$ cat src/rtl/ysyx_25060173_ifu.sv
// ysyx_25060173_ifu -- instruction fetch unit for the single-cycle core.
//
// Holds the architectural fetch PC and keeps exactly one instruction in
// flight: request -> response -> present to core -> wait for the retire
// redirect -> fetch again. No prefetch, no prediction.
//
// Ports
//   clk_i, reset_i            clock, synchronous active-high reset
//   mem_req_valid_o/ready_i   instruction memory request handshake
//   mem_req_addr_o            fetch address (current PC)
//   mem_rsp_valid_i           one response per accepted request
//   mem_rsp_data_i/err_i      instruction word / access fault
//   inst_valid_o/ready_i      instruction handshake towards the core
//   inst_o, inst_pc_o         instruction word and its PC
//   inst_fault_o              fetch faulted (inst_o forced to 0)
//   wb_valid_i, wb_next_pc_i  retire redirect from the core
//   fetch_cnt_o               instructions delivered (wrapping)
//
// Build option
//   YSYX_25060173_IFU_ALIGN_CHK_EN  when defined, a PC with pc[1:0]!=0 is
//   not sent to memory; the unit delivers a faulting zero instruction.
module ysyx_25060173_ifu #(
  parameter logic [31:0] RESET_PC = 32'h80000000
) (
  input  logic        clk_i,
  input  logic        reset_i,
  output logic        mem_req_valid_o,
  input  logic        mem_req_ready_i,
  output logic [31:0] mem_req_addr_o,
  input  logic        mem_rsp_valid_i,
  input  logic [31:0] mem_rsp_data_i,
  input  logic        mem_rsp_err_i,
  output logic        inst_valid_o,
  input  logic        inst_ready_i,
  output logic [31:0] inst_o,
  output logic [31:0] inst_pc_o,
  output logic        inst_fault_o,
  input  logic        wb_valid_i,
  input  logic [31:0] wb_next_pc_i,
  output logic [31:0] fetch_cnt_o
);

  typedef enum logic [2:0] {S_IDLE, S_REQ, S_WAIT, S_HOLD, S_EXEC} state_e;

  state_e      state_q, state_d;
  logic [31:0] pc_q;
  logic [31:0] inst_q;
  logic [31:0] inst_pc_q;
  logic        inst_fault_q;
  logic [31:0] fetch_cnt_q;

  logic misalign;
  logic inst_hs;
  logic redirect;

`ifdef YSYX_25060173_IFU_ALIGN_CHK_EN
  assign misalign = (pc_q[1:0] != 2'b00);
`else
  assign misalign = 1'b0;
`endif

  assign inst_hs  = (state_q == S_HOLD) && inst_ready_i;
  // The redirect is only honoured at the delivery handshake or while the
  // core executes; everywhere else wb_valid_i is ignored.
  assign redirect = wb_valid_i && (inst_hs || (state_q == S_EXEC));

  // State register
  always_ff @(posedge clk_i) begin
    if (reset_i) state_q <= S_IDLE;
    else         state_q <= state_d;
  end

  // Next-state logic
  always_comb begin
    state_d = state_q;
    unique case (state_q)
      S_IDLE: state_d = S_REQ;
      S_REQ: begin
        if (misalign)             state_d = S_HOLD;
        else if (mem_req_ready_i) state_d = S_WAIT;
      end
      S_WAIT: if (mem_rsp_valid_i) state_d = S_HOLD;
      S_HOLD: if (inst_hs) state_d = wb_valid_i ? S_REQ : S_EXEC;
      S_EXEC: if (wb_valid_i) state_d = S_REQ;
      default: state_d = S_IDLE;
    endcase
  end

  // Outputs: decoded from registered state or taken straight from registers,
  // so nothing on an input reaches an output in the same cycle.
  always_comb begin
    mem_req_valid_o = (state_q == S_REQ) && !misalign;
    mem_req_addr_o  = pc_q;
    inst_valid_o    = (state_q == S_HOLD);
    inst_o          = inst_q;
    inst_pc_o       = inst_pc_q;
    inst_fault_o    = inst_fault_q;
    fetch_cnt_o     = fetch_cnt_q;
  end

  // Datapath registers
  always_ff @(posedge clk_i) begin
    if (reset_i) begin
      pc_q         <= RESET_PC;
      inst_q       <= 32'h0;
      inst_pc_q    <= RESET_PC;
      inst_fault_q <= 1'b0;
      fetch_cnt_q  <= 32'h0;
    end else begin
      if ((state_q == S_WAIT) && mem_rsp_valid_i) begin
        inst_q       <= mem_rsp_err_i ? 32'h0 : mem_rsp_data_i;
        inst_fault_q <= mem_rsp_err_i;
        inst_pc_q    <= pc_q;
      end else if ((state_q == S_REQ) && misalign) begin
        inst_q       <= 32'h0;
        inst_fault_q <= 1'b1;
        inst_pc_q    <= pc_q;
      end
      if (inst_hs)  fetch_cnt_q <= fetch_cnt_q + 32'd1;
      if (redirect) pc_q        <= wb_next_pc_i;
    end
  end

endmodule

$ cat config.mk
export PLATFORM = sky130hd
export DESIGN_NAME = ysyx_25060173_ifu
export DESIGN_NICKNAME = d
export VERILOG_FILES = /design/src/rtl/ysyx_25060173_ifu.sv
export SDC_FILE = /design/constraint.sdc
export NUM_CORES = 1
export LEC_CHECK = 0
export ABC_CLOCK_PERIOD_IN_PS = 5450
export BUFFER_PORTS_ARGS = -buffer_cell sky130_fd_sc_hd__buf_2
export CORE_MARGIN = 2
export CORE_UTILIZATION = 50
export DETAILED_ROUTE_END_ITERATION = 7
export PLACE_DENSITY_LB_ADDON = 0.08
export SYNTH_ARGS = -nofsm -noshare
export SYNTH_HDL_FRONTEND = slang
export SYNTH_SLANG_ARGS = --single-unit
$ cat constraint.sdc
create_clock -name clk_i -period 5.45 [get_ports clk_i]
set_clock_uncertainty 0.2 [all_clocks]
set_input_delay 1.09 -clock clk_i [delete_from_list [all_inputs] [get_ports clk_i]]
set_output_delay 1.09 -clock clk_i [all_outputs]
set_load 0.03 [all_outputs]
# Yosys cells after proc, flatten, opt, wreduce, memory -nomap -nowiden
# Cells that the tools add are included.
[op_classes]
n_addsub = 1
eq_ne = 8
muxes = 7
n_reduce_logical = 6
[ops]
columns = ["cell", "n"]
rows = [
  ["adder 32 x 1 -> 32 bit, second input constant", 1],
  ["2-to-1 mux 32 bit", 1],
  ["2-to-1 mux 3 bit", 5],
  ["one-hot mux 3 bit (5 select lines)", 1],
  ["equality test 3 x 2 -> 1 bit, second input constant", 2],
  ["!= test 2 x 1 -> 1 bit, second input constant", 2],
  ["!= test 2 bit, second input constant", 2],
  ["AND reduction 4 bit", 1],
  ["equality test 3 x 1 -> 1 bit, second input constant", 1],
  ["equality test 3 bit, second input constant", 1],
  ["logical AND 1 bit", 3],
  ["logical NOT 3 bit", 1],
  ["logical OR 1 bit", 1],
]
[word_totals]
reg_bits = 132
input_bits = 71
output_inout_bits = 131
elab_cells = 28

# Depth between registers and ports, before layout
# Gate-level depths: netlist (run 1).
[depth]
ltp_word = 4
ltp_mapped = 7

# Least setup slack after synthesis (run 1)
# No wires, ideal clock.
[synth_path]
path_type = "input -> register"
from = "input inst_ready_i"
to = "register fetch_cnt_q[29] (netlist: fetch_cnt_o[29])"
setup_time_ns = 0.070
arrival_ns = 2.196
required_ns = 5.180
setup_slack_ns = 2.983
path_stages = 6
cell_sequence = "and4b_1 buf_6 nand4_4 buf_6 or4_1 a21oi_1"
[synth_between]
elab_chain_cells = 1
[synth_rtl]
columns = ["element", "line", "rtl"]
rows = [
  ["start: declaration", "34", "input logic inst_ready_i,"],
  ["logical AND 1 bit", "62", "assign inst_hs = (state_q == S_HOLD) && inst_ready_i;"],
  ["end signal: assignment", "119", "if (inst_hs) fetch_cnt_q <= fetch_cnt_q + 32'd1;"],
  ["end: declaration", "50", "logic [31:0] fetch_cnt_q;"],
]
# Every way passes these cells.
# A chain may end at the register's enable or synchronous reset.

# Worst setup path after layout (run 1)
[layout_path]
from = "input inst_ready_i"
to = "register pc_q[14] (netlist: mem_req_addr_o[14])"
[layout_between]
elab_chain_cells = 3
[layout_rtl]
columns = ["element", "line", "rtl"]
rows = [
  ["logical AND 1 bit", "62", ""],
  ["logical OR 1 bit", "65", "assign redirect = wb_valid_i && (inst_hs || (state_q == S_EXEC));"],
  ["logical AND 1 bit", "65", ""],
  ["end signal: assignment", "120", "if (redirect) pc_q <= wb_next_pc_i;"],
  ["end: declaration", "46", "logic [31:0] pc_q;"],
]
# Every way passes these cells.

==> impl_metrics.tcl, run 1 <==
set metrics [dict create \
    final_cell_mix "buf_2 (200), nand2_1 (173), dfxtp_1 (132)" \
    regToRegSetupSlack_ns 2.62 \
    rsz0062_at_grt "false" \
    synth_mux_area_share_pct 0.192 \
    io_pins 202 \
    synth_area_sq_um 5210 \
    ys_seq_area_share_pct 50.7 \
    drive_gt1_share_pct 29.7 \
    num_rows 37 \
    grtUsageTotal_pct 23.6 \
    clkTransAtPathRegs_ns 0.06 \
    max_cap_viol_count 0 \
    synthAdderAreaFrac_pct 0.240 \
    synth_edf_count 0 \
    clock_latency_ns 0.51 \
    peakVddDrop_uv 151 \
    synth.distinct_cells 38 \
    start_kind "input port" \
    rr_endpoint "mem_req_addr_o[14]" \
    drc 0 \
    ys_ff_latch 132 \
    crit_fanout 32 \
    grt_antenna_before_repair 0 \
    die_y_um 106 \
    post_cts_resized 0 \
    finalCriticalPeriod_ns 2.97 \
    end_kind "flop" \
    synth_compound_area_share_pct 15.1 \
    grt_max_degree 81 \
    timing.final.crit_share_pct 54.5 \
    syn_inst 624 \
    hold_path_startpoint "inst_o[13]" \
    grt_overflow_total 0 \
    finalHoldViolations 0 \
    worst_pin_slew_ns 1.19 \
    die_width_um 106 \
    worst_r2r_path_depth 4 \
    drtIter0Drc 227 \
    fmax_ghz 0.337 \
    cts_buffer_depth 2 \
    timing.rr.start "state_q[1]" \
    cp_data_required_time_ns 5.67 \
    cp.arrival_ns 3.19 \
    status "complete, no violations" \
    htree_levels 4 \
    fin_nets 871 \
    min_path_cells 2 \
    syn_to_final_growth_pct 30.0 \
    n_antenna_cell 0 \
    cts.sinks 132 \
    synth_simple_gate_area_share_pct 27.8 \
    ys.warnings.count 0 \
    portBuffers 201 \
    hpwl_um 8950 \
    postRouteAntennaNets 0 \
    crit_type "input port to flop" \
    grt_pass1_wl_um 21400 \
    total_power_uw 2190 \
    coreArea_sq_um 10200 \
    avgSynthCellArea_sq_um 8.35 \
    drv_slew 0 \
    dieArea_sq_um 11300 \
    cts_hold_buf 0 \
    vias_per_cell 5.31 \
    cts_tree "built" \
    power.density_nw_per_um2 324 \
    routabilityCongestion 0.753 \
    hold_end "inst_o[13]" \
    drt_pass1_iterations 4 \
    cts_buffers 17 \
    vias 5025 \
    async_reset_ff_share_pct 0 \
    p_leak_uw 0.00283 \
    tns_ns 0 \
    finalSetupViolations 0 \
    grt_pass1_vias 4467 \
    synth_top_family_by_area "simple AND/OR/NAND/NOR gates" \
    stdcell_area_sq_um 6770 \
    ys.flop_type "dfxtp_1" \
    final_common_cell "buf_2" \
    start_util_pct 50.9 \
    hold_class "flop to flop" \
    syn_nets 696 \
    cts_setup_buffers 0 \
    wirelength_um 13500 \
    root_buffer "clkbuf_8" \
    synth-xor-area-share_pct 1.34 \
    placed_area_sq_um 6190 \
    wire_per_inst_um 14.3 \
    worst_slew_margin_rel_pct 21.0 \
]
-- routing by layer --
layer / GRT usage [%] / up-vias / share of wire (%)
met2: 38.1 / 169 / 47
met1: 30.0 / 2331 / 44
met5: 0 / - / 0
met3: 5.95 / 22 / 6.5
met4: 10.4 / 0 / 2.4
li1: - / 2503 / -
-- registers in the layout, summed over array words and instances (netlist names) --
| register | cells |
|---|---|
| fetch_cnt_o | 32 |
| inst_fault_o | 1 |
| inst_o | 32 |
| inst_pc_o | 32 |
| mem_req_addr_o | 32 |
| state_q | 3 |
-- Yosys cell counts (all sizes together), types with 2 or more instances --
| cell type | n | area, sq um |
|---|---|---|
| a21oi | 118 | 591 |
| buf | 24 | 144 |
| and2 | 2 | 12.5 |
| nand2 | 173 | 649 |
| o21ai | 10 | 50.0 |
| nand3b | 34 | 255 |
| nor3 | 2 | 10.0 |
| nor3b | 3 | 22.5 |
| nand4 | 12 | 120 |
| or3 | 8 | 50.1 |
| o21a | 2 | 15.0 |
| and3 | 3 | 18.8 |
| and4 | 6 | 56.3 |
| xnor2 | 2 | 17.5 |
| inv | 2 | 7.51 |
| o31ai | 15 | 113 |
| xor2 | 6 | 52.6 |
| nor2 | 12 | 45.0 |
| or4 | 15 | 113 |
| nand3 | 9 | 45.0 |
| clkbuf | 25 | 93.8 |
| dfxtp | 132 | 2640 |
-- worst max-delay path by stage --
stage                             from                 end  slack, ns  depth (start not counted)
after detailed placement  inst_ready_i  mem_req_addr_o[16]       1.96                          5
after CTS                 inst_ready_i  mem_req_addr_o[14]       2.48                          5
after global placement    inst_ready_i  mem_req_addr_o[11]       2.07                          5
after global routing      inst_ready_i   mem_req_addr_o[2]       2.31                          5
final                     inst_ready_i  mem_req_addr_o[14]       2.48                          5
after floorplan           inst_ready_i     fetch_cnt_o[29]       2.98                          6
-- per-stage QoR --
step / hold WS (ns) / std cells / setup slack (ns) / utilization [%]
4_1_cts: 0.249 / 947 / 2.48 / 66.2
3_3_place_gp: 0.235 / 916 / 2.07 / 60.5
6_report: 0.248 / 947 / 2.48 / 66.2
2_1_floorplan: 0.316 / 624 / 2.98 / -
5_1_grt: 0.263 / 947 / 2.31 / 66.2
3_5_place_dp: 0.241 / 916 / 1.96 / 60.5
-- worst max-delay path, stage by stage --
cell,delay [ns]
buf_2,0.09
and4b_1,0.66
o21a_1,1.02
nand2_1,0.13
a21oi_1,0.19
-- report_power, final --
| part | total, uW | internal [uW] | switching [uW] |
|---|---|---|---|
| Sequential | 980 | 973 | 6.72 |
| Clock | 1110 | 716 | 397 |
| Combinational | 98.5 | 35.9 | 62.6 |
| Total | 2190 | 1730 | 466 |
-- area by class of cell --
cell class | count | area, sq um
Fill cell | 901 | 3460
Sequential cell | 132 | 2640
Multi-Input combinational cell | 441 | 2330
Timing Repair Buffer | 205 | 1040
Clock buffer | 22 | 453
Tap cell | 136 | 170
Clock inverter | 9 | 129
Inverter | 2 | 7.51
-- cell families (layout without fill, tap and decap cells) --
family	after synthesis	in the layout
AO/OA/AOI/OAI	147	147
XOR/XNOR	8	8
adder cells (fa/ha/maj)	1	1
buffers and inverters	51	238
flip-flops	132	132
multiplexers	1	1
AND/OR/NAND/NOR	284	284
No activity file was read; power rests on OpenSTA's default activity.
==> inputs of run 2 (changes only) <==
ABC_CLOCK_PERIOD_IN_PS = 2780   (was 5450)
CORE_UTILIZATION = 49   (was 50)
clock period = 2.78 ns   (was 5.45 ns; I/O delays follow)
==> impl_metrics.tcl, run 2 (synthesized netlist as in run 1, its figures left out) <==
set metrics [dict create \
    fin_nets 874 \
    start_kind "flop" \
    final_cell_mix "buf_2 (200), nand2_1 (173), dfxtp_1 (132)" \
    crit_buf_inv 0 \
    drt_pass1_iterations 4 \
    num_rows 37 \
    grt_max_degree 79 \
    io_pins 202 \
    grt_overflow_total 0 \
    rsz0062_at_grt "false" \
    finalSetupViolations 0 \
    vias 5054 \
    hold_class "input port to flop" \
    cts_buffers 17 \
    placed_area_sq_um 6250 \
    htree_levels 4 \
    cp_cell_sequence "and4b_1, nand4_4, or4_1, a21oi_1" \
    fmax_ghz 0.433 \
    stdcell_area_sq_um 6860 \
    finalCriticalPeriod_ns 2.31 \
    nFillCells 899 \
    timing.final.crit_share_pct 83.0 \
    p_leak_uw 0.00287 \
    critPathTopFamily "simple AND/OR/NAND/NOR gates" \
    peakVddDrop_uv 382 \
    cts_setup_buffers 0 \
    dieArea_sq_um 11500 \
    portBuffers 201 \
    die_y_um 107 \
    grt_pass1_vias 4510 \
    cp.arrival_ns 2.54 \
    clock_latency_ns 0.52 \
    wirelength_um 14000 \
    die_width_um 107 \
    post_cts_resized 0 \
    grtUsageTotal_pct 23.4 \
    hold_slack_ns 0.0636 \
    grt_pass1_wl_um 21500 \
    cp_data_required_time_ns 3.02 \
    final_util_pct 66.4 \
    cts_buffer_depth 2 \
    postRouteAntennaNets 0 \
    grt_antenna_before_repair 0 \
    crit_fanout 17 \
    final_common_cell "buf_2" \
    drtIter0Drc 282 \
    clkTransAtPathRegs_ns 0.06 \
    routabilityCongestion 0.774 \
    register_area_sq_um 2640 \
    end_kind "flop" \
    power.density_nw_per_um2 637 \
    status "complete, no violations" \
    cts.sinks 132 \
    slowest_stage "or4_1" \
    syn_to_final_growth_pct 31.6 \
    drive_gt1_share_pct 30.4 \
    multi_input_area_sq_um 2340 \
    drc 0 \
    crit_type "flop to flop" \
    max_cap_viol_count 0 \
    wire_per_inst_um 14.7 \
    hpwl_um 9230 \
    cts_hold_buf 0 \
    cp_slowest_stage_delay_ns 0.55 \
    finalHoldViolations 0 \
    vias_per_cell 5.31 \
    tns_ns 0 \
    n_antenna_cell 0 \
    cts_tree "built" \
    worst_pin_slew_ns 0.984 \
    start_util_pct 50.5 \
    coreArea_sq_um 10300 \
    drv_slew 0 \
    worst_slew_margin_rel_pct 34.3 \
    root_buffer "clkbuf_8" \
]
## run 2: path summary, 6_finish.rpt
kind                         start            endpoint  slack (ns)  cells past startpoint
setup / recovery        state_q[1]     fetch_cnt_o[22]        0.47                      4
hold / removal    wb_next_pc_i[31]  mem_req_addr_o[31]        0.06                      3
hold reg to reg         inst_o[23]          inst_o[23]        0.25                      2
setup reg to reg        state_q[1]     fetch_cnt_o[22]        0.47                      4
## run 2: worst reg2reg max path, cell delays in order, from the launching register on
cell and delay, ns:
dfxtp_1 0.54, and4b_1 0.47, nand4_4 0.30, or4_1 0.56
a21oi_1 0.17
## run 2: report_power, final
group	switching, uW	internal [uW]	leakage (uW)	total, uW
combinational	124	76.1	0.00151	200
clock	814	1440	0.000293	2250
sequential	14.6	1910	0.00106	1920
## run 2: per-stage QoR
step,power [uW],std cells,setup WS [ns]
after global routing,4510,951,0.349
after floorplan,2070,624,0.746
after CTS,4400,951,0.479
final,4370,951,0.473
after global placement,2160,919,0.486
after detailed placement,2160,919,0.428
## run 2: cell type report
type,count,share of cell area (%)
clock buffers,20,6.64
clock inverters,12,2.24
inverters,2,0.109
multi-input cells,441,34.2
flip-flops and latches,132,38.5
well taps,136,2.48
repair buffers,208,15.8
## run 2: per-layer routing
layer	part of all wire, %	GRT usage, %	vias to the layer above
met5	0	0	-
met4	1.4	8.26	0
met3	5.9	6.08	13
met2	50	39.1	159
met1	43	29.1	2375
li1	-	-	2507
